File: src/rtl/cpu_pkg.sv
// rtl/cpu_pkg.sv - shared CPU definitions: MULT/DIV sequencer state encoding and width
package cpu_pkg;

  localparam int MD_WIDTH = 32;

  typedef enum logic [1:0] {
    MD_IDLE = 2'd0,
    MD_MULT = 2'd1,
    MD_DIV  = 2'd2,
    MD_FIN  = 2'd3
  } mdState_t;

endpackage

File: src/rtl/muldiv_step.sv
// rtl/muldiv_step.sv - one iteration of Booth radix-2 multiply or restoring divide
module muldiv_step
  import cpu_pkg::*;
#(
  parameter int WIDTH = MD_WIDTH
) (
  input  logic             isDiv,
  input  logic [WIDTH:0]   accIn,
  input  logic [WIDTH-1:0] lowIn,
  input  logic             qm1In,
  input  logic [WIDTH-1:0] operand,
  output logic [WIDTH:0]   accOut,
  output logic [WIDTH-1:0] lowOut,
  output logic             qm1Out
);

  logic [WIDTH:0] mcandExt;
  logic [WIDTH:0] boothSum;
  logic [WIDTH:0] shifted;
  logic [WIDTH:0] trial;

  // acc is one bit wider than the operands so subtracting the most negative
  // multiplicand, or trial-subtracting a 2^(WIDTH-1) divisor, cannot overflow
  always_comb begin
    accOut   = accIn;
    lowOut   = lowIn;
    qm1Out   = qm1In;
    mcandExt = {operand[WIDTH-1], operand};
    boothSum = accIn;
    shifted  = {accIn[WIDTH-1:0], lowIn[WIDTH-1]};
    trial    = shifted - {1'b0, operand};
    if (isDiv) begin
      qm1Out = 1'b0;
      if (trial[WIDTH]) begin
        accOut = shifted;
        lowOut = {lowIn[WIDTH-2:0], 1'b0};
      end else begin
        accOut = trial;
        lowOut = {lowIn[WIDTH-2:0], 1'b1};
      end
    end else begin
      case ({lowIn[0], qm1In})
        2'b01:   boothSum = accIn + mcandExt;
        2'b10:   boothSum = accIn - mcandExt;
        default: boothSum = accIn;
      endcase
      accOut = {boothSum[WIDTH], boothSum[WIDTH:1]};
      lowOut = {boothSum[0], lowIn[WIDTH-1:1]};
      qm1Out = lowIn[0];
    end
  end

endmodule

File: src/rtl/muldiv_sequencer.sv
// rtl/muldiv_sequencer.sv - multicycle MULT/DIV controller owning the HI/LO registers
module muldiv_sequencer
  import cpu_pkg::*;
#(
  parameter int WIDTH = MD_WIDTH
) (
  input  logic             clk,
  input  logic             reset,
  input  logic             mult_req,
  input  logic             div_req,
  input  logic [WIDTH-1:0] op_a,
  input  logic [WIDTH-1:0] op_b,
  output logic             busy,
  output logic             done,
  output logic             div_zero,
  output logic [WIDTH-1:0] hi,
  output logic [WIDTH-1:0] lo
);

  localparam logic [5:0] LAST_STEP = 6'(WIDTH - 1);

  mdState_t         state, stateNext;
  logic [5:0]       count;
  logic [WIDTH:0]   acc;
  logic [WIDTH-1:0] low;
  logic             qm1;
  logic [WIDTH-1:0] operand;
  logic             isDiv, negQ, negR;

  logic             acceptMult, acceptDiv, flagZero;
  logic [WIDTH:0]   stepAcc;
  logic [WIDTH-1:0] stepLow;
  logic             stepQm1;
  logic [WIDTH-1:0] aMag, bMag, quotFix, remFix;

  assign aMag    = op_a[WIDTH-1] ? -op_a : op_a;
  assign bMag    = op_b[WIDTH-1] ? -op_b : op_b;
  assign quotFix = negQ ? -low : low;
  assign remFix  = negR ? -acc[WIDTH-1:0] : acc[WIDTH-1:0];

  muldiv_step #(.WIDTH(WIDTH)) stepUnit (
    .isDiv   (isDiv),
    .accIn   (acc),
    .lowIn   (low),
    .qm1In   (qm1),
    .operand (operand),
    .accOut  (stepAcc),
    .lowOut  (stepLow),
    .qm1Out  (stepQm1)
  );

  always_comb begin
    stateNext  = state;
    acceptMult = 1'b0;
    acceptDiv  = 1'b0;
    flagZero   = 1'b0;
    case (state)
      MD_IDLE: begin
        if (mult_req) begin
          acceptMult = 1'b1;
          stateNext  = MD_MULT;
        end else if (div_req) begin
          if (op_b == '0) begin
            flagZero = 1'b1;
          end else begin
            acceptDiv = 1'b1;
            stateNext = MD_DIV;
          end
        end
      end
      MD_MULT, MD_DIV: if (count == LAST_STEP) stateNext = MD_FIN;
      MD_FIN:          stateNext = MD_IDLE;
      default:         stateNext = MD_IDLE;
    endcase
  end

  always_ff @(posedge clk or posedge reset) begin
    if (reset) begin
      state    <= MD_IDLE;
      count    <= '0;
      acc      <= '0;
      low      <= '0;
      qm1      <= 1'b0;
      operand  <= '0;
      isDiv    <= 1'b0;
      negQ     <= 1'b0;
      negR     <= 1'b0;
      busy     <= 1'b0;
      done     <= 1'b0;
      div_zero <= 1'b0;
      hi       <= '0;
      lo       <= '0;
    end else begin
      state    <= stateNext;
      busy     <= (stateNext != MD_IDLE);
      done     <= (state == MD_FIN);
      div_zero <= flagZero;
      if (acceptMult) begin
        acc     <= '0;
        low     <= op_b;
        qm1     <= 1'b0;
        operand <= op_a;
        isDiv   <= 1'b0;
        count   <= '0;
      end else if (acceptDiv) begin
        // divide runs on magnitudes; signs are remembered for the FIN fix-up
        acc     <= '0;
        low     <= aMag;
        qm1     <= 1'b0;
        operand <= bMag;
        isDiv   <= 1'b1;
        negQ    <= op_a[WIDTH-1] ^ op_b[WIDTH-1];
        negR    <= op_a[WIDTH-1];
        count   <= '0;
      end else if (state == MD_MULT || state == MD_DIV) begin
        acc   <= stepAcc;
        low   <= stepLow;
        qm1   <= stepQm1;
        count <= count + 6'd1;
      end
      if (state == MD_FIN) begin
        hi <= isDiv ? remFix : acc[WIDTH-1:0];
        lo <= isDiv ? quotFix : low;
      end
    end
  end

endmodule

File: config.mk
export PLATFORM = sky130hd
export DESIGN_NAME = muldiv_sequencer
export DESIGN_NICKNAME = d
export VERILOG_FILES = /design/src/rtl/cpu_pkg.sv /design/src/rtl/muldiv_step.sv /design/src/rtl/muldiv_sequencer.sv
export SDC_FILE = /design/constraint.sdc
export NUM_CORES = 1
export LEC_CHECK = 0
export ABC_AREA = 1
export CAP_MARGIN = 20
export CORE_UTILIZATION = 40
export CTS_CLUSTER_DIAMETER = 80
export DETAILED_ROUTE_END_ITERATION = 8
export MAX_ROUTING_LAYER = met4
export PLACE_DENSITY = 0.61
export SLEW_MARGIN = 25
export SYNTH_ARGS = -nofsm -noshare
export SYNTH_HDL_FRONTEND = slang
export SYNTH_SLANG_ARGS = --single-unit
File: constraint.sdc
create_clock -name clk -period 7.6 [get_ports clk]
set_clock_uncertainty 0.15 [all_clocks]
set_input_delay 1.52 -clock clk [delete_from_list [all_inputs] [get_ports clk]]
set_output_delay 1.52 -clock clk [all_outputs]
set_load 0.02 [all_outputs]
# Yosys cells after proc, flatten, opt, wreduce, memory -nomap -nowiden

Cells that the tools add are included.
Widths: inputs -> output; s select.

Bits in registers: 176
Input port bits: 68
Output and inout port bits: 67
Word-level logic and storage cells: 81

$add $sub $neg: 8
Eq/ne operators: 6
Multiplexer cells: 43
Bitwise logic cells: 2
Reduce and logical (&&, ||, !) cells: 8

Operator list:

| cell                | number |
|---|---|
| $mux 32             | 12 |
| $mux 33             | 5 |
| $neg 32->32         | 4 |
| $pmux 33 s2         | 1 |
| $add 33x33->33      | 1 |
| $sub 33x32->33      | 1 |
| $sub 33x33->33      | 1 |
| $logic_not 32->1    | 1 |
| $mux 6              | 3 |
| $mux 1              | 17 |
| $mux 2              | 4 |
| $add 6x1->6 const B | 1 |
| $eq 2x2->1 const B  | 3 |
| $eq 6x5->1 const B  | 1 |
| $pmux 2 s3          | 1 |
| $eq 2x1->1 const B  | 2 |
| $reduce_bool 2->1   | 2 |
| $reduce_bool 3->1   | 1 |
| $logic_not 2->1     | 1 |
| $reduce_and 2->1    | 1 |
| $reduce_or 2->1     | 1 |
| $logic_or 1x1->1    | 1 |
| $not 1->1           | 1 |
| $xor 1x1->1         | 1 |

# Logic depth before layout (Yosys ltp)

Gate-level depths: netlist of the first run.

Depth after elaboration: 7
Gate-level depth with buffers: 26
Depth with buffers taken out: 26

# Modules after synthesis

A second synthesis of the first run with hierarchy kept.

Cell total of the unflattened synthesis: 2828
Area total of the unflattened synthesis: 17330.4 µm²

By module, submodules not included:

| module           | instances | cells each | area each (µm²) | seq. area each (µm²) |
|---|---|---|---|---|
| muldiv_sequencer | 1         | 1619       | 11031.8         | 4404.2 |
| muldiv_step      | 1         | 1209       | 6298.5          | 0.0 |

# Worst setup path before layout of the first run

No wires, ideal clock.

Kind: input to register
From: in op_b[1]
To: reg operand[15]
Library setup time: 133 ps
Arrival time: 3042 ps
Required time: 7317 ps
Path slack: 4275 ps
Stages on the path: 14
Path buffers: 2
Path through: inv_1 > ha_1 > inv_1 > nor3_4 > inv_2 > nor2_1 > nand2_1 > o21a_1 > nand3_4 > buf_4 > buf_4 > a21oi_1 > o21ai_1 > o211ai_1

Word-level cells in the longest chain between the ends: 6
Elaborated cells on any way between the ends: 10

Ends and longest elaborated chain:

| item                                                                | line                    | text |
|---|---|---|
| start, declared                                                     | muldiv_sequencer.sv:12  | `input logic [WIDTH-1:0] op_b,` |
| parallel branches: the longest is 6 deep, another holds $neg 32->32 | -                       |  |
| end signal, assigned                                                | muldiv_sequencer.sv:102 | `operand <= op_a;` |
| end signal, assigned                                                | muldiv_sequencer.sv:110 | `operand <= bMag;` |
| end, declared                                                       | muldiv_sequencer.sv:27  | `logic [WIDTH-1:0] operand;` |

Parallel ways; which one is timed is not known. The select of a mux whose other input is x is not followed.
A chain may end at the register's enable or synchronous reset.

# Final worst setup path of the first run

From: in op_b[0]
To: reg acc[15]

Word-level cells in the longest chain between the ends: 7
Elaborated cells on any way between the ends: 8

Ends and longest elaborated chain:

| item                 | line                    | text |
|---|---|---|
| $logic_not 32->1 *   | muldiv_sequencer.sv:63  | `if (op_b == '0) begin` |
| $mux 1 *             | muldiv_sequencer.sv:63  |  |
| $mux 1 *             | muldiv_sequencer.sv:62  | `end else if (div_req) begin` |
| $mux 1 *             | muldiv_sequencer.sv:59  | `if (mult_req) begin` |
| $mux 1 *             | muldiv_sequencer.sv:57  | `case (state)` |
| $mux 33              | muldiv_sequencer.sv:105 | `end else if (acceptDiv) begin` |
| $mux 33              | muldiv_sequencer.sv:98  | `if (acceptMult) begin` |
| end signal, assigned | muldiv_sequencer.sv:116 | `acc <= stepAcc;` |
| end, declared        | muldiv_sequencer.sv:24  | `logic [WIDTH:0] acc;` |

Every way passes the cells marked *; elsewhere a longest branch is shown, timed or not.

==> results of run 1 <==
[cell type report]
class / count / area share
Multi-Input combinational cell: 2116 / 0.568
Sequential cell: 176 / 0.230
Timing Repair Buffer: 156 / 0.0786
Inverter: 296 / 0.0583
Tap cell: 532 / 0.0347
Clock buffer: 20 / 0.0238
Clock inverter: 12 / 0.00705
Antenna cell: 1 / 0.000130
[worst register-to-register path, stage by stage (launching register included)]
cell	delay [ns]
sky130_fd_sc_hd__dfrtp_1	0.54
sky130_fd_sc_hd__ha_1	0.20
sky130_fd_sc_hd__buf_4	0.20
sky130_fd_sc_hd__inv_1	0.33
sky130_fd_sc_hd__nand2_1	0.28
sky130_fd_sc_hd__nand2_1	0.13
sky130_fd_sc_hd__a21oi_1	0.20
sky130_fd_sc_hd__o21ai_0	0.26
sky130_fd_sc_hd__a21oi_1	0.24
sky130_fd_sc_hd__xor2_1	0.36
sky130_fd_sc_hd__ha_1	0.36
sky130_fd_sc_hd__a21o_1	0.23
sky130_fd_sc_hd__nor2_1	0.15
sky130_fd_sc_hd__nand2_1	0.07
sky130_fd_sc_hd__a21oi_1	0.22
sky130_fd_sc_hd__nand3_1	0.11
sky130_fd_sc_hd__nand3_1	0.12
sky130_fd_sc_hd__nand2_1	0.09
sky130_fd_sc_hd__nand3_1	0.07
sky130_fd_sc_hd__nand2_1	0.06
[sequential cells by signal, summed over array words and instances, names as in the netlist]
| name | count |
|---|---|
| operand | 32 |
| acc | 33 |
| negQ | 1 |
| negR | 1 |
| qm1 | 1 |
| count | 6 |
| done | 1 |
| state | 2 |
| lo | 32 |
| div_zero | 1 |
| low | 32 |
| busy | 1 |
| hi | 32 |
| isDiv | 1 |
[Yosys cell counts (all sizes together) (16+ instances only)]
cell    count
a21oi     183
a31oi      20
buf        28
clkbuf     71
dfrtp     176
ha         75
inv       295
nand2     772
nand3     240
nand4      37
nor2      276
nor3       40
o211ai     16
o21ai     219
o221ai     20
or2        22
xor2      118
[cells by family after synthesis]
kind of cell / share of synthesized area
fa+ha+maj: 0.0581
xor+xnor: 0.0687
buf+inv: 0.0920
simple gates: 0.358
compound gates: 0.161
flops: 0.262
[layout by cell type (no fill, tap or decap), types with 13 or more instances in the layout]
master / count
sky130_fd_sc_hd__a21oi_1: 183
sky130_fd_sc_hd__a31oi_1: 20
sky130_fd_sc_hd__buf_4: 22
sky130_fd_sc_hd__clkbuf_16: 17
sky130_fd_sc_hd__clkdlybuf4s50_1: 134
sky130_fd_sc_hd__dfrtp_1: 175
sky130_fd_sc_hd__ha_1: 74
sky130_fd_sc_hd__inv_1: 288
sky130_fd_sc_hd__nand2_1: 769
sky130_fd_sc_hd__nand3_1: 238
sky130_fd_sc_hd__nand4_1: 37
sky130_fd_sc_hd__nor2_1: 266
sky130_fd_sc_hd__nor3_1: 32
sky130_fd_sc_hd__o211ai_1: 16
sky130_fd_sc_hd__o21ai_0: 182
sky130_fd_sc_hd__o21ai_1: 34
sky130_fd_sc_hd__o21bai_1: 13
sky130_fd_sc_hd__o221ai_1: 20
sky130_fd_sc_hd__or2_2: 20
sky130_fd_sc_hd__xnor2_1: 14
sky130_fd_sc_hd__xor2_1: 118
[power by group through the flow]
stage | logic (mW) | registers [mW] | clock network [mW]
after floorplan | 4.67 | 1.85 | 0
after global placement | 6.88 | 1.88 | 0
after detailed placement | 6.92 | 1.88 | 0
after CTS | 6.95 | 1.87 | 0.949
after global routing | 7.80 | 1.93 | 0.977
final | 7.00 | 1.88 | 0.933
[stage by stage]
stage	setup WS, ns	total power, mW	util	hold WS (ns)	instance area, µm²
2_1_floorplan	1.16	6.52	-	0.303	16800
4_1_cts	3.07	9.77	0.465	0.340	19200
3_5_place_dp	2.54	8.80	0.451	0.319	18600
3_3_place_gp	2.61	8.75	0.451	0.315	18600
5_1_grt	2.75	10.7	0.465	0.360	19200
6_report	3.02	9.82	0.465	0.338	19200
[worst paths after layout]
path / startpoint / to / slack, ns / depth (start not counted)
max: op_b[0] / acc[15]$_DFFE_PP0P_ / 3.02 / 14
min: hi[24]$_DFFE_PP0P_ / hi[24]$_DFFE_PP0P_ / 0.34 / 2
max reg2reg: low[0]$_DFFE_PP0P_ / acc[28]$_DFFE_PP0P_ / 3.12 / 19
min reg2reg: hi[24]$_DFFE_PP0P_ / hi[24]$_DFFE_PP0P_ / 0.34 / 2
max in group asynchronous: reset / isDiv$_DFFE_PP0P_ / 4.70 / 3
min in group asynchronous: reset / hi[20]$_DFFE_PP0P_ / 1.38 / 2
[per-layer routing]
| layer | GRT usage | vias to the layer above | part of all wire | routed length, µm |
|---|---|---|---|---|
| met5 | - | - | 0 | 0 |
| met4 | 0.165 | 0 | 0.051 | 3450 |
| met3 | 0.0346 | 105 | 0.049 | 3330 |
| met2 | 0.532 | 637 | 0.47 | 32000 |
| met1 | 0.398 | 8839 | 0.43 | 28800 |
| li1 | - | 8966 | - | - |
==> flow_metrics.env, run 1 <==
export IMPL_status="finished, final reports clean"
export IMPL_avgSynthCellArea_um2=6.26
export IMPL_globalplace_congestion=1.02
export IMPL_postSynth_topFlopCell="sky130_fd_sc_hd__dfrtp_1"
export IMPL_synth_largest_type_area_fraction=0.262
export IMPL_clockRootBuffer="sky130_fd_sc_hd__clkbuf_16"
export IMPL_finalHoldViolCount=0
export IMPL_drtAntennaViolNets=0
export IMPL_drt_wl_total_um=67600
export IMPL_post_synthesis_register_bit_count=176
export IMPL_fp_dieArea_um2=42900
export IMPL_clock_latency_ns=0.50
export IMPL_initial_utilization=0.408
export IMPL_grt_setup_unrepaired="no"
export IMPL_worst_path_buf_inv=5
export IMPL_timing_worst_slew_pin_value_ns=0.971
export IMPL_finalNonFillerCells=3309
export IMPL_crit_path_end_kind="flip-flop"
export IMPL_route_detailed_wl_per_inst_um=20.4
export IMPL_max_freq_mhz=218
export IMPL_placement_rows=74
export IMPL_part_of_the_power_in_registers=0.192
export IMPL_number_of_global_route_vias_before_repair=17896
export IMPL_drc=0
export IMPL_global_route_wire_length_before_repair_um=104000
export IMPL_vias_after_detailed_routing=18547
export IMPL_wp_data_arrival_ns=4.84
export IMPL_placedCellCount=3276
export IMPL_library_cell_contributing_the_largest_single_delay_on_the_critical_path="sky130_fd_sc_hd__inv_2"
export IMPL_multi_input_area_um2=10900
export IMPL_sw_frac_of_total=0.581
export IMPL_synthesis_instances=2687
export IMPL_io_pins=135
export IMPL_clk_pin_slew_ns=0.08
export IMPL_grt_remaining_overflow=0
export IMPL_synth_top_cells_by_area="sky130_fd_sc_hd__dfrtp_1 26%, sky130_fd_sc_hd__nand2_1 17%, sky130_fd_sc_hd__nand3_1 7.1%"
export IMPL_cts_buffers_inserted=17
export IMPL_cellInternalPower_mw=4.12
export IMPL_hold_path_class="reg2reg"
export IMPL_initial_antenna_violation_count=1
export IMPL_setup_worst_path_start_class="input port"
export IMPL_power_density_cell_area_nw_per_um2=512
export IMPL_setup_tns_ns=0
export IMPL_period_needed_ns=4.58
export IMPL_critPathTopFamily="simple AND/OR/NAND/NOR gates"
export IMPL_max_stage_delay_ns=0.60
export IMPL_cp_required_ns=7.86
export IMPL_final_setup_violation_count=0
export IMPL_regArea_um2=4410
export IMPL_critical_path_class="in2reg"
export IMPL_portBuffers=134
export IMPL_netlist_area_pre_place_um2=16800
export IMPL_tritoncts="done"
export IMPL_die_width_um=207
export IMPL_post_dp_hpwl_um=53500
export IMPL_synth_yosys_seq_area_share=0.262
export IMPL_synth_cell_type_count=50
export IMPL_post_drt_via_cell_ratio=5.61
export IMPL_cp_cell_sequence="clkdlybuf4s50_1 -> inv_1 -> ha_1 -> inv_1 -> nor3_4 -> inv_2 -> nor2_1 -> nand2_1 -> o21a_1 -> nand3_4 -> nand3_2 -> inv_2 -> nand3_1 -> o21ai_1"
export IMPL_hold_bufs_at_cts=0
export IMPL_synth_warning_count=0
export IMPL_final_min_period_over_clock_period=0.603
export IMPL_yosys_area_top_type="sky130_fd_sc_hd__dfrtp_1"
export IMPL_detailedRoute_firstPassIterationCount=6
export IMPL_layout_drive_gt1_share=0.0393
export IMPL_core_area_um2=41200
export IMPL_max_clock_path_buffers=2
export IMPL_ctsResizeCount=0
export IMPL_clock_sinks=176
export IMPL_dieHeight_um=207
export IMPL_layout_net_count=2908
export IMPL_power_combinational_fraction=0.713
export IMPL_leakage_nw=9.25
export IMPL_post_cts_buffers=0
export IMPL_grt_start_max_net_pins=88
export IMPL_post_synth_edffs=0
export IMPL_syn_num_nets=2832
export IMPL_max_cap_violations=0
export IMPL_global_route_usage_total=0.325
export IMPL_area_growth_syn_to_layout_pct=14.0
export IMPL_layout_filler_cells=4412
export IMPL_worst_supply_voltage_drop_on_vdd_mv=0.287
export IMPL_htree_levels=4
export IMPL_switching_power_mw=5.70
export IMPL_cp_max_fo=50
export IMPL_drt_first_iter_violations=1688
export IMPL_relSlewSlack=0.346
export IMPL_share_clk_of_total_power=0.095
export IMPL_asyncSetResetFlopFracSynth=1.00
export IMPL_maxSlewViolCount=0
No activity file was read; power rests on OpenSTA's default activity.
==> run 2, diff against run 1 <==
==> constraint.sdc (replaced) <==
create_clock -name clk -period 4.4 [get_ports clk]
set_clock_uncertainty 0.15 [all_clocks]
set_input_delay 0.88 -clock clk [delete_from_list [all_inputs] [get_ports clk]]
set_output_delay 0.88 -clock clk [all_outputs]
set_load 0.02 [all_outputs]
==> run 2 against run 1 <==
  * Die area stayed put
  * Routed wire length is 7.4% higher
  * Sequential share of layout area is 0.42 points lower
  * Global-route usage is 2.4 points higher
  * Sequential power is 69% higher
  * Setup slack worse by 2.6 ns
  * First-iteration DRC count is 14% lower
  * Hold slack worse by 0.0055 ns
  * Utilization is 0.87 points higher
  * Critical path type is now reg2reg
  * Highest routed layer unchanged
==> flow_metrics.env, run 2 (synthesized netlist as in run 1, its figures left out) <==
export IMPL_status="finished, final reports clean"
export IMPL_placement_rows=74
export IMPL_largest_register_ffs=33
export IMPL_dieHeight_um=207
export IMPL_route_detailed_wl_per_inst_um=21.7
export IMPL_placedCellCount=3307
export IMPL_grt_setup_unrepaired="no"
export IMPL_finalHoldViolCount=0
export IMPL_timing_worst_slew_pin_value_ns=0.801
export IMPL_max_cap_violations=0
export IMPL_hold_bufs_at_cts=0
export IMPL_power_density_cell_area_nw_per_um2=904
export IMPL_cts_buffers_inserted=17
export IMPL_vias_after_detailed_routing=18684
export IMPL_worst_reg2reg_path_depth=20
export IMPL_die_width_um=207
export IMPL_worst_hold_path_num_cells=2
export IMPL_fin_worst_hold_slack_ns=0.332
export IMPL_wp_data_arrival_ns=4.28
export IMPL_initial_utilization=0.408
export IMPL_global_route_usage_total=0.349
export IMPL_setup_worst_path_start_class="flip-flop"
export IMPL_io_pins=135
export IMPL_final_setup_violation_count=0
export IMPL_detailedRoute_firstPassIterationCount=8
export IMPL_final_common_cell="sky130_fd_sc_hd__nand2_1"
export IMPL_layout_drive_gt1_share=0.0509
export IMPL_worst_supply_voltage_drop_on_vdd_mv=0.434
export IMPL_critical_path_class="reg2reg"
export IMPL_hold_path_class="reg2reg"
export IMPL_number_of_global_route_vias_before_repair=18430
export IMPL_leakage_nw=9.45
export IMPL_period_needed_ns=4.00
export IMPL_clk_pin_slew_ns=0.08
export IMPL_initial_antenna_violation_count=1
export IMPL_tritoncts="done"
export IMPL_max_freq_mhz=250
export IMPL_dp_worst_setup_slack_ns=0.338
export IMPL_cp_required_ns=4.67
export IMPL_hold_path_startpoint="lo[29]$_DFFE_PP0P_"
export IMPL_crit_path_start="low[31]$_DFFE_PP0P_"
export IMPL_finalNonFillerCells=3341
export IMPL_critical_path_reg2reg_startpoint="low[31]$_DFFE_PP0P_"
export IMPL_regArea_um2=4410
export IMPL_mostFrequentLayoutCells="769 x sky130_fd_sc_hd__nand2_1, 288 x sky130_fd_sc_hd__inv_1, 265 x sky130_fd_sc_hd__nor2_1, 238 x sky130_fd_sc_hd__nand3_1, 183 x sky130_fd_sc_hd__a21oi_1"
export IMPL_relSlewSlack=0.466
export IMPL_area_growth_syn_to_layout_pct=16.1
export IMPL_fp_dieArea_um2=42900
export IMPL_top_register="acc"
export IMPL_clock_latency_ns=0.50
export IMPL_drtAntennaViolNets=0
export IMPL_global_route_wire_length_before_repair_um=110000
export IMPL_clock_sinks=176
export IMPL_drc=0
export IMPL_grt_remaining_overflow=0
export IMPL_max_clock_path_buffers=2
export IMPL_core_area_um2=41200
export IMPL_crit_path_end_kind="flip-flop"
export IMPL_globalplace_congestion=1.01
export IMPL_cp_max_fo=20
export IMPL_layout_filler_cells=4352
export IMPL_final_min_period_over_clock_period=0.909
export IMPL_drt_first_iter_violations=1448
export IMPL_grt_start_max_net_pins=89
export IMPL_htree_levels=4
export IMPL_layout_net_count=2940
export IMPL_drt_wl_total_um=72500
export IMPL_post_dp_hpwl_um=58000
export IMPL_portBuffers=134
export IMPL_maxSlewViolCount=0
export IMPL_setup_tns_ns=0
export IMPL_totalPowerFinal_mw=17.7
export IMPL_post_drt_via_cell_ratio=5.59
export IMPL_clockRootBuffer="sky130_fd_sc_hd__clkbuf_16"
export IMPL_fin_ws_ns=0.399
export IMPL_multi_input_area_um2=10900
run 2: changes by cell type in the layout (fill, tap and decap cells not counted), moves of 2 or more:
| cell | change |
|---|---|
| sky130_fd_sc_hd__inv_6 | -4 |
| sky130_fd_sc_hd__buf_12 | +5 |
| sky130_fd_sc_hd__bufinv_16 | +2 |
| sky130_fd_sc_hd__buf_4 | +27 |
| sky130_fd_sc_hd__clkbuf_8 | -2 |
| sky130_fd_sc_hd__clkinv_8 | +2 |
run 2: final timing paths:
| check | slack (ns) | to |
|---|---|---|
| min in group asynchronous | 0.56 | hi[12]$_DFFE_PP0P_ |
| setup reg to reg | 0.40 | acc[20]$_DFFE_PP0P_ |
| hold / removal | 0.33 | lo[29]$_DFFE_PP0P_ |
| hold reg to reg | 0.33 | lo[29]$_DFFE_PP0P_ |
| setup / recovery | 0.40 | acc[20]$_DFFE_PP0P_ |
| max in group asynchronous | 2.68 | isDiv$_DFFE_PP0P_ |
run 2: layer usage:
metal	routed length, µm	up-vias	track usage
met5	0	-	-
met4	3710	0	0.166
met3	3460	146	0.0394
met2	35400	614	0.591
met1	30000	8888	0.413
li1	-	9036	-
run 2: what timing repair did:
| item | CTS | global route |
|---|---|---|
| buffers inserted | 0 | 1 |
| endpoints found under the setup margin | 0 | 2 |
| resized for setup | 0 | 3 |
run 2: metrics by stage:
| step | utilization | area (µm²) |
|---|---|---|
| 2_1_floorplan | - | 16800 |
| 5_1_grt | 0.474 | 19500 |
| 3_3_place_gp | 0.458 | 18900 |
| 6_report | 0.474 | 19500 |
| 4_1_cts | 0.474 | 19500 |
| 3_5_place_dp | 0.458 | 18900 |
run 2: worst max-delay path, stage by stage, from the launching register on:
cell and delay (ns):
sky130_fd_sc_hd__dfrtp_1 0.46, sky130_fd_sc_hd__inv_1 0.11, sky130_fd_sc_hd__ha_1 0.15, sky130_fd_sc_hd__inv_1 0.06, sky130_fd_sc_hd__fa_1 0.39, sky130_fd_sc_hd__nand2_1 0.10, sky130_fd_sc_hd__a21oi_1 0.14, sky130_fd_sc_hd__nand2_1 0.09
sky130_fd_sc_hd__nand2_1 0.11, sky130_fd_sc_hd__nand2_1 0.08, sky130_fd_sc_hd__nand2_1 0.16, sky130_fd_sc_hd__nand2_1 0.17, sky130_fd_sc_hd__nand2_1 0.09, sky130_fd_sc_hd__nand4_1 0.08, sky130_fd_sc_hd__o311ai_0 0.22, sky130_fd_sc_hd__ha_1 0.37
sky130_fd_sc_hd__buf_4 0.33, sky130_fd_sc_hd__nand3_1 0.21, sky130_fd_sc_hd__nand2_1 0.11, sky130_fd_sc_hd__nand3_1 0.20, sky130_fd_sc_hd__o21ai_1 0.14
run 2: cell type report:
class,instances,share of cell area
well taps,532,0.0341
diodes,2,0.000256
flip-flops and latches,176,0.226
clock buffers,17,0.0218
inverters,296,0.0572
repair buffers,188,0.0926
clock inverters,14,0.0111
multi-input cells,2116,0.557
run 2: where the power goes:
| part | internal [mW] | total [mW] | switching (mW) |
|---|---|---|---|
| clock network | 0.923 | 1.74 | 0.816 |
| registers | 2.33 | 3.18 | 0.847 |
| logic | 4.18 | 12.7 | 8.56 |
| total | 7.44 | 17.7 | 10.2 |
